File: src/rtl/uart_pkg.sv
// Shared UART types and constants for the transmit and receive sides.
package uart_pkg;

  localparam int unsigned UART_DATA_W  = 8;
  localparam int unsigned UART_TIMER_W = 16;

  typedef enum logic [2:0] {
    IDLE,
    START,
    DATA,
    PARITY,
    STOP
  } uart_tx_state_t;

  // Cycles per bit; TX and RX both derive their timing from this.
  function automatic int unsigned uart_bit_period(input int unsigned clock_freq,
                                                  input int unsigned baud_rate);
    return clock_freq / baud_rate;
  endfunction

endpackage

File: src/rtl/uart_tx_if.sv
// Byte handshake between the data source and the UART transmitter.
interface uart_tx_if;
  import uart_pkg::*;

  logic [UART_DATA_W-1:0] tx_data;
  logic                   tx_valid;
  logic                   tx_ready;
  logic                   tx_busy;
  logic                   tx_done;

  modport master (
    output tx_data,
    output tx_valid,
    input  tx_ready,
    input  tx_busy,
    input  tx_done
  );

  modport slave (
    input  tx_data,
    input  tx_valid,
    output tx_ready,
    output tx_busy,
    output tx_done
  );

endinterface

File: src/rtl/uart_baud_gen.sv
// Bit timer: 16-bit down-counter issuing a one-cycle tick every BIT_PERIOD
// cycles after restart. Reusable by the receiver.
module uart_baud_gen
  import uart_pkg::*;
#(
  parameter int unsigned BIT_PERIOD = 16
) (
  input  logic clk,
  input  logic rst_n,
  input  logic restart,
  output logic tick
);

  localparam logic [UART_TIMER_W-1:0] RELOAD = UART_TIMER_W'(BIT_PERIOD - 1);

  logic [UART_TIMER_W-1:0] cnt_q;
  logic [UART_TIMER_W-1:0] cnt_d;

  // Reload on restart or when the current bit period has elapsed.
  always_comb begin
    cnt_d = cnt_q - UART_TIMER_W'(1);
    if (restart || (cnt_q == '0)) begin
      cnt_d = RELOAD;
    end
  end

  // Counter register.
  always_ff @(posedge clk or negedge rst_n) begin
    if (!rst_n) begin
      cnt_q <= '0;
    end else begin
      cnt_q <= cnt_d;
    end
  end

  assign tick = (cnt_q == '0);

endmodule

File: src/rtl/uart_tx.sv
// UART transmitter: one byte per handshake as an 8N1 frame, LSB first.
// Optional even parity bit when UART_TX_PARITY_EN is defined.
module uart_tx
  import uart_pkg::*;
#(
  parameter int unsigned BAUD_RATE  = 9600,
  parameter int unsigned CLOCK_FREQ = 100000000
) (
  input  logic        clk,
  input  logic        rst_n,
  uart_tx_if.slave    tx_if,
  output logic        tx
);

  localparam int unsigned BIT_PERIOD = uart_bit_period(CLOCK_FREQ, BAUD_RATE);

  if ((BIT_PERIOD < 2) || (BIT_PERIOD > 65535)) begin : g_bad_period
    $error("uart_tx: BIT_PERIOD out of range 2..65535");
  end

  uart_tx_state_t         state_q, state_d;
  logic [UART_DATA_W-1:0] shreg_q, shreg_d;
  logic [2:0]             idx_q,   idx_d;
  logic                   tx_q,    tx_d;
  logic                   done_q,  done_d;
`ifdef UART_TX_PARITY_EN
  logic                   par_q,   par_d;
`endif

  logic accept;
  logic tick;

  assign accept = tx_if.tx_valid && (state_q == IDLE);

  uart_baud_gen #(
    .BIT_PERIOD (BIT_PERIOD)
  ) u_baud_gen (
    .clk     (clk),
    .rst_n   (rst_n),
    .restart (accept),
    .tick    (tick)
  );

  // Next-state logic; tx_d is the line value for the state being entered,
  // so the line comes straight from a flop.
  always_comb begin
    state_d = state_q;
    shreg_d = shreg_q;
    idx_d   = idx_q;
    tx_d    = tx_q;
    done_d  = 1'b0;
`ifdef UART_TX_PARITY_EN
    par_d   = par_q;
`endif
    case (state_q)
      IDLE: begin
        tx_d = 1'b1;
        if (accept) begin
          state_d = START;
          shreg_d = tx_if.tx_data;
          idx_d   = '0;
          tx_d    = 1'b0;
`ifdef UART_TX_PARITY_EN
          par_d   = ^tx_if.tx_data;
`endif
        end
      end
      START: begin
        if (tick) begin
          state_d = DATA;
          tx_d    = shreg_q[0];
        end
      end
      DATA: begin
        if (tick) begin
          if (idx_q == 3'd7) begin
`ifdef UART_TX_PARITY_EN
            state_d = PARITY;
            tx_d    = par_q;
`else
            state_d = STOP;
            tx_d    = 1'b1;
`endif
          end else begin
            idx_d   = idx_q + 3'd1;
            shreg_d = {1'b0, shreg_q[UART_DATA_W-1:1]};
            tx_d    = shreg_q[1];
          end
        end
      end
`ifdef UART_TX_PARITY_EN
      PARITY: begin
        if (tick) begin
          state_d = STOP;
          tx_d    = 1'b1;
        end
      end
`endif
      STOP: begin
        if (tick) begin
          state_d = IDLE;
          tx_d    = 1'b1;
          done_d  = 1'b1;
        end
      end
      default: begin
        state_d = IDLE;
        tx_d    = 1'b1;
      end
    endcase
  end

  // State and datapath registers.
  always_ff @(posedge clk or negedge rst_n) begin
    if (!rst_n) begin
      state_q <= IDLE;
      shreg_q <= '0;
      idx_q   <= '0;
      tx_q    <= 1'b1;
      done_q  <= 1'b0;
`ifdef UART_TX_PARITY_EN
      par_q   <= 1'b0;
`endif
    end else begin
      state_q <= state_d;
      shreg_q <= shreg_d;
      idx_q   <= idx_d;
      tx_q    <= tx_d;
      done_q  <= done_d;
`ifdef UART_TX_PARITY_EN
      par_q   <= par_d;
`endif
    end
  end

  assign tx             = tx_q;
  assign tx_if.tx_ready = (state_q == IDLE);
  assign tx_if.tx_busy  = (state_q != IDLE);
  assign tx_if.tx_done  = done_q;

endmodule

File: src/flat_wrapper.sv
// flat-port wrapper written by rule: the top's interface ports become plain ports
module uart_tx_flat import uart_pkg::*;
#(
  parameter int unsigned BAUD_RATE  = 9600,
  parameter int unsigned CLOCK_FREQ = 100000000
)
  (clk, rst_n, tx, tx_if_tx_data, tx_if_tx_valid, tx_if_tx_ready, tx_if_tx_busy, tx_if_tx_done);
  uart_tx_if tx_if_i ();
  input  logic clk;
  input  logic rst_n;
  output logic tx;
  input wire logic [$bits(tx_if_i.tx_data)-1:0] tx_if_tx_data;
  input wire logic [$bits(tx_if_i.tx_valid)-1:0] tx_if_tx_valid;
  output wire logic [$bits(tx_if_i.tx_ready)-1:0] tx_if_tx_ready;
  output wire logic [$bits(tx_if_i.tx_busy)-1:0] tx_if_tx_busy;
  output wire logic [$bits(tx_if_i.tx_done)-1:0] tx_if_tx_done;
  assign tx_if_i.tx_data = tx_if_tx_data;
  assign tx_if_i.tx_valid = tx_if_tx_valid;
  assign tx_if_tx_ready = tx_if_i.tx_ready;
  assign tx_if_tx_busy = tx_if_i.tx_busy;
  assign tx_if_tx_done = tx_if_i.tx_done;
  uart_tx #(.BAUD_RATE(BAUD_RATE), .CLOCK_FREQ(CLOCK_FREQ)) u_core (.clk(clk), .rst_n(rst_n), .tx_if(tx_if_i), .tx(tx));
endmodule
File: config.mk
export PLATFORM = sky130hd
export DESIGN_NAME = uart_tx_flat
export DESIGN_NICKNAME = d
export VERILOG_FILES = /design/src/rtl/uart_pkg.sv /design/src/rtl/uart_tx_if.sv /design/src/rtl/uart_baud_gen.sv /design/src/rtl/uart_tx.sv /design/src/flat_wrapper.sv
export SDC_FILE = /design/constraint.sdc
export NUM_CORES = 1
export LEC_CHECK = 0
export ABC_AREA = 1
export CORE_ASPECT_RATIO = 0.7
export CORE_MARGIN = 4
export CORE_UTILIZATION = 55
export CTS_CLUSTER_DIAMETER = 80
export DETAILED_ROUTE_END_ITERATION = 16
export PLACE_DENSITY = 0.76
export SLEW_MARGIN = 0
export SYNTH_ARGS = -nofsm -noshare
export SYNTH_HDL_FRONTEND = slang
export SYNTH_SLANG_ARGS = --single-unit
File: constraint.sdc
create_clock -name clk -period 2.1 [get_ports clk]
set_clock_uncertainty 0.1 [all_clocks]
set_input_delay 0.21 -clock clk [delete_from_list [all_inputs] [get_ports clk]]
set_output_delay 0.21 -clock clk [all_outputs]
set_load 0.05 [all_outputs]
==> results.md, run 1 <==
* Status: finished, final reports clean
* First-pass GRT wire length at 6.45 mm
* Antenna Nets Post-Route at 0
* Crit Path Category: flop to output pin
* Vias in the first global route at 1349
* Post-Synthesis Cells at 238
* PortBufs at 14
* Post-CTS Resized at 0
* Syn_area_per_cell at 7.50 µm²
* Fin Setup TNS at 0 ns
* Top cells by area, synth: dfrtp_1 (43%), nand2_1 (18%), nand3_1 (7.6%)
* Final min period at 1.99 ns
* Cell at the slowest stage of the critical path: clkdlybuf4s50_1
* Net switching power at 0.988 mW
* Global Route Usage Sum at 0.186
* Slew HR at 0.674
* Die ar. at 4240 µm²
* Async set-reset flop share out of synthesis at 1.00
* Synth Net Count at 252
* CTS Hold Bufs at 0
* Yosys Warn Count at 0
* Final setup fails at 0
* Clock Power Share at 0.203
* FMAX at 503 MHz
* Pwr dens at 1160 nW/µm²
* Post-synth EDFFs at 0
* Top-count cell post-synth: nand2_1
* Combinational power share at 0.413
* CP Capture Type: output pin
* # nets final at 272
* Starting density of the core at 0.607
* CTS tree: built
* CP Launch Type: flop
* Cell Rows at 16
* Buffer count from post-CTS setup fixing at 0
* Leak pwr at 1.10 nW
* Post-synth top area cell: dfrtp_1
* Min-Delay Path Class: primary input to async pin
* Area grow syn2layout at 14.7%
* Critical path data required time at 1.79 ns
* Vias at 1519
* Max Cap Viol at 0
* WL/cell at 12.3 µm
* Via-per-instance ratio at 5.15
* Top-area cell type share of the netlist area at 0.434
* Initial antenna violation count at 0
* Multi-input logic area at 853 µm²
* CP arrival at 1.68 ns
* DRT iter0 DRCs at 122
* Sink Count at 32
* HPWL after detailed placement at 2.68 mm
* Layout cell share with drive strength beyond 1 at 0.112
* CP bufs+invs at 1
* Synth unique cells at 23
* Final Hold Viols at 0
* Num ports at 15
* Pint at 1.38 mW
* Slew Limit Fails at 0
* Number of inserted diodes at 0
* RD Place Congestion at 0.861
* CTS root buf: clkbuf_8
* RSZ-0062 raised after global routing: no
* CTS Buf Count at 5
* Die W at 76.1 µm
* H-tree Lvls at 2
* Synth Register Bits at 32
* Longest Clk Path Bufs at 2
* Reg clk slew, reported paths at 0.06 ns
* Tcrit/Tclk final at 0.946
* Worst-skew pair later-pin latency at 0.28 ns
* Register share of total power at 0.384
* Crit path max-delay family: buffers and inverters
* Post-layout util at 0.696
* Drt pass-1 iters at 4
* Seq/Total Area, Yosys at 0.449
* FILL cells at 233
* CORE AREA at 2940 µm²
* CP max FO at 5
* Grt ovf at 0
* Commonest cells in the netlist: nand2_1 (85), dfrtp_1 (31), nand3_1 (27)
* Top_reg_cell synth: dfrtp_1
* Peak VDD IR at 0.692 mV
* Delay of the slowest critical-path stage at 0.81 ns
* Reg area at 802 µm²
* Worst Tran Pin Value at 0.488 ns
* Net Sw Frac at 0.417
* Crit path cell chain: nor2_1 -> nand2_1 -> clkdlybuf4s50_1
* Post-Syn Area at 1790 µm²
* Drc violations at 0
* Pin count of the biggest net entering global routing at 33
* WL final at 3.64 mm
* Die Ht at 55.7 µm
-- state kept, by name, indices dropped and copies added, names as in the netlist --
signal                   flops
u_core.idx_q                 3
u_core.state_q               3
u_core.shreg_q               8
u_core.tx                    1
u_core.tx_if.tx_done         1
u_core.u_baud_gen.cnt_q     16
-- kinds of logic after synthesis --
| logic type | Yosys count | share of synthesized area |
|---|---|---|
| fa+ha+maj | 3 | 0.0210 |
| xor+xnor | 3 | 0.0147 |
| compound gates | 11 | 0.0308 |
| buf+inv | 29 | 0.0729 |
| simple gates | 160 | 0.411 |
| flops | 32 | 0.449 |
-- power by group through the flow --
stage | Sequential [mW] | Combinational, mW | Clock, mW
floorplan | 0.924 | 0.748 | 0
global placement | 0.922 | 0.972 | 0
detailed placement | 0.916 | 0.983 | 0
CTS | 0.908 | 0.990 | 0.491
global route | 0.930 | 1.12 | 0.524
finish | 0.912 | 0.980 | 0.481
-- cell usage in the layout (no fill, tap or decap) --
| master | instances |
|---|---|
| nand2_2 | 4 |
| nand3b_1 | 2 |
| nor2_1 | 25 |
| nand4_1 | 5 |
| or2_2 | 1 |
| nor3b_1 | 1 |
| dfrtp_1 | 31 |
| nor2_2 | 4 |
| clkbuf_8 | 6 |
| nand2_1 | 85 |
| nor2_8 | 1 |
| o21ai_0 | 7 |
| inv_1 | 22 |
| clkbuf_1 | 2 |
| clkdlybuf4s50_1 | 13 |
| nand2_4 | 3 |
| xor2_1 | 3 |
| nor2_4 | 2 |
| inv_2 | 2 |
| a21oi_1 | 4 |
| dfstp_2 | 1 |
| nand3_1 | 27 |
| buf_4 | 5 |
| ha_1 | 3 |
-- path summary, 6_finish.rpt --
check                                                      from  cells after the start  slack (ns)                                    to
max in group asynchronous                                 rst_n                      2        1.35                 u_core.tx$_DFFE_PN1P_
setup / recovery                  u_core.state_q[2]$_DFFE_PN0P_                      3        0.11                         tx_if_tx_busy
setup reg to reg           u_core.u_baud_gen.cnt_q[0]$_DFF_PN0_                      9        0.40         u_core.shreg_q[7]$_DFFE_PN0P_
hold / removal                                            rst_n                      2        0.23  u_core.u_baud_gen.cnt_q[6]$_DFF_PN0_
min in group clk           u_core.u_baud_gen.cnt_q[0]$_DFF_PN0_                      1        0.34  u_core.u_baud_gen.cnt_q[0]$_DFF_PN0_
hold reg to reg            u_core.u_baud_gen.cnt_q[0]$_DFF_PN0_                      1        0.34  u_core.u_baud_gen.cnt_q[0]$_DFF_PN0_
-- layout make-up --
type / instances / share of cell area
repair buffers: 18 / 0.0819
well taps: 36 / 0.0220
multi-input cells: 177 / 0.417
inverters: 24 / 0.0440
clock buffers: 8 / 0.0440
flip-flops and latches: 32 / 0.392
-- stage by stage --
stage                     cell area [µm²]  std cells  hold WS [ns]  worst slack, ns  power [mW]
after floorplan                      1790        238        -0.186            0.296        1.67
after global placement               1960        287         0.324            0.416        1.89
after detailed placement             1960        287         0.326            0.399        1.90
after CTS                            2050        295         0.251           0.0988        2.39
after global routing                 2050        295         0.284           0.0346        2.57
final                                2050        295         0.228            0.113        2.37
-- routing by layer --
layer	GRT usage	up-vias	wire, µm
li1	-	788	-
met1	0.306	685	2010
met2	0.230	43	1390
met3	0.0437	3	212
met4	0.0524	0	23
met5	0	-	0
(Power assumes the default switching activity.)
==> inputs of run 2 (changes only) <==
==> constraint.sdc (replaced) <==
create_clock -name clk -period 2.5 [get_ports clk]
set_clock_uncertainty 0.1 [all_clocks]
set_input_delay 0.25 -clock clk [delete_from_list [all_inputs] [get_ports clk]]
set_output_delay 0.25 -clock clk [all_outputs]
set_load 0.05 [all_outputs]
==> results.md, run 2 (synthesized netlist as in run 1, its figures left out) <==
* Status: finished, final reports clean
* Worst-skew pair later-pin latency at 0.28 ns (about the same)
* Global Route Usage Sum at 0.184 (-0.00147)
* Tot Pwr at 2.00 mW (-16%)
* Final Hold Viols at 0 (unchanged)
* Min-Delay Path Class: primary input to async pin
* CTS Hold Bufs at 0 (unchanged)
* Vias in the first global route at 1368 (+1.4%)
* Slew HR at 0.658 (-0.0153)
* Setup ws final at 0.289 ns (+0.176 ns)
* Vias at 1490 (-1.9%)
* Reg area at 802 µm² (unchanged)
* Combinational power share at 0.413 (about the same)
* Clock Power Share at 0.205 (+0.002)
* Sink Count at 32 (unchanged)
* Crit Path Category: flop to output pin
* CTS tree: built
* WL/cell at 12.3 µm (-0.60%)
* Peak VDD IR at 0.596 mV (-14%)
* Drc violations at 0 (unchanged)
* PortBufs at 14 (unchanged)
* Crit path cell chain: nor2_1 -> nand2_1 -> inv_1 -> clkdlybuf4s50_1
* CP arrival at 1.86 ns (+0.18 ns)
* Tcrit/Tclk final at 0.884
* Area grow syn2layout at 14.4%
* Most frequent cells in the layout: nand2_1 (85), dfrtp_1 (31), nand3_1 (27)
* First-pass GRT wire length at 6.41 mm (-0.64%)
* Antenna Nets Post-Route at 0 (unchanged)
* Cell at the slowest stage of the critical path: clkdlybuf4s50_1
* Number of inserted diodes at 0 (unchanged)
* Pwr dens at 977 nW/µm² (-16%)
* Die ar. at 4240 µm² (unchanged)
* H-tree Lvls at 2 (unchanged)
* Initial antenna violation count at 0 (unchanged)
* Final hold slack at 0.260 ns (+0.0317 ns)
* CP Capture Type: output pin
* Pint at 1.16 mW (-17%)
* Layout cell share with drive strength beyond 1 at 0.105 (-0.00732)
* Register share of total power at 0.382 (-0.002)
* Leak pwr at 1.09 nW (-0.56%)
* Slew Limit Fails at 0 (unchanged)
* Fin Setup TNS at 0 ns (unchanged)
* DRT iter0 DRCs at 114 (-6.6%)
* Drt pass-1 iters at 4 (unchanged)
* Buffer count from post-CTS setup fixing at 0 (unchanged)
* Most common cell after layout, fill and taps aside: nand2_1
* HPWL after detailed placement at 2.61 mm (-2.7%)
* Pin count of the biggest net entering global routing at 33 (unchanged)
* Grt ovf at 0 (unchanged)
* FMAX at 452 MHz
* CP bufs+invs at 2 (+1)
* WL final at 3.60 mm (-0.93%)
* Final setup fails at 0 (unchanged)
* Critical path data required time at 2.15 ns (+0.36 ns)
* RD Place Congestion at 0.883 (+2.6%)
* Die Ht at 55.7 µm (unchanged)
* CTS Buf Count at 5 (unchanged)
* Post-CTS Resized at 0 (unchanged)
* CTS root buf: clkbuf_8
* Dpl ws at 0.614 ns (+0.215 ns)
* Reg clk slew, reported paths at 0.07 ns (about the same)
* RSZ-0062 raised after global routing: no
* CORE AREA at 2940 µm² (unchanged)
* Net switching power at 0.841 mW (-15%)
* Die W at 76.1 µm (unchanged)
* FILL cells at 251 (+7.7%)
* Via-per-instance ratio at 5.07 (-1.6%)
* Multi-input logic area at 853 µm² (unchanged)
* # nets final at 271 (-0.37%)
* Crit path max-delay family: buffers and inverters
* Final min period at 2.21 ns
* Worst Tran Pin Value at 0.511 ns (+0.0228 ns)
* Cell Rows at 16 (unchanged)
* Starting density of the core at 0.607 (unchanged)
* Max Cap Viol at 0 (unchanged)
* Most flops, register: u_core.u_baud_gen.cnt_q
* Delay of the slowest critical-path stage at 0.81 ns (about the same)
* CP max FO at 5 (unchanged)
* Longest Clk Path Bufs at 2 (unchanged)
* Net Sw Frac at 0.421 (+0.00470)
* Top flop regs: u_core.u_baud_gen.cnt_q x16, u_core.shreg_q x8
* Max reg flops at 16 (unchanged)
* CP Launch Type: flop
* Num ports at 15 (unchanged)
-- run 2: worst register-to-register path: stages (launching register included) --
cell     delay (ns)
dfrtp_1        0.37
inv_1          0.09
ha_1           0.30
nand2_4        0.11
nor2_8         0.17
nand2_4        0.11
nand2_4        0.14
nand2_2        0.17
nand2_1        0.10
nand2_1        0.05
-- run 2: cell type report --
class / count / area share
multi-input combinational: 177 / 0.418
sequential: 32 / 0.393
timing repair buffer: 17 / 0.0796
clock buffer: 8 / 0.0441
inverter: 24 / 0.0441
tap: 36 / 0.0220
-- run 2: power groups by stage --
stage	logic, mW	registers (mW)	clock network, mW
finish	0.824	0.763	0.410
CTS	0.819	0.761	0.417
global placement	0.813	0.765	0
floorplan	0.628	0.776	0
detailed placement	0.816	0.769	0
global route	0.932	0.782	0.448
-- run 2: worst paths after layout --
kind	slack, ns	cells after the start	to	from
max	0.29	4	tx_if_tx_ready	u_core.state_q[2]$_DFFE_PN0P_
min	0.26	2	u_core.u_baud_gen.cnt_q[4]$_DFF_PN0_	rst_n
max reg2reg	0.67	9	u_core.shreg_q[5]$_DFFE_PN0P_	u_core.u_baud_gen.cnt_q[0]$_DFF_PN0_
min reg2reg	0.33	1	u_core.u_baud_gen.cnt_q[0]$_DFF_PN0_	u_core.u_baud_gen.cnt_q[0]$_DFF_PN0_
max in group asynchronous	1.72	2	u_core.tx$_DFFE_PN1P_	rst_n
min in group clk	0.33	1	u_core.u_baud_gen.cnt_q[0]$_DFF_PN0_	u_core.u_baud_gen.cnt_q[0]$_DFF_PN0_
-- run 2: metrics by stage --
| step | util | cell area [µm²] | std cells |
|---|---|---|---|
| after floorplan | - | 1790 | 238 |
| after global routing | 0.694 | 2040 | 294 |
| final | 0.694 | 2040 | 294 |
| after CTS | 0.694 | 2040 | 294 |
| after global placement | 0.664 | 1950 | 286 |
| after detailed placement | 0.664 | 1950 | 286 |
-- run 2: metal layers --
| metal | global-route usage | vias to the layer above | wire length, µm |
|---|---|---|---|
| li1 | - | 782 | - |
| met1 | 0.292 | 665 | 1920 |
| met2 | 0.243 | 39 | 1430 |
| met3 | 0.0437 | 4 | 221 |
| met4 | 0.0524 | 0 | 34 |
| met5 | 0 | - | 0 |
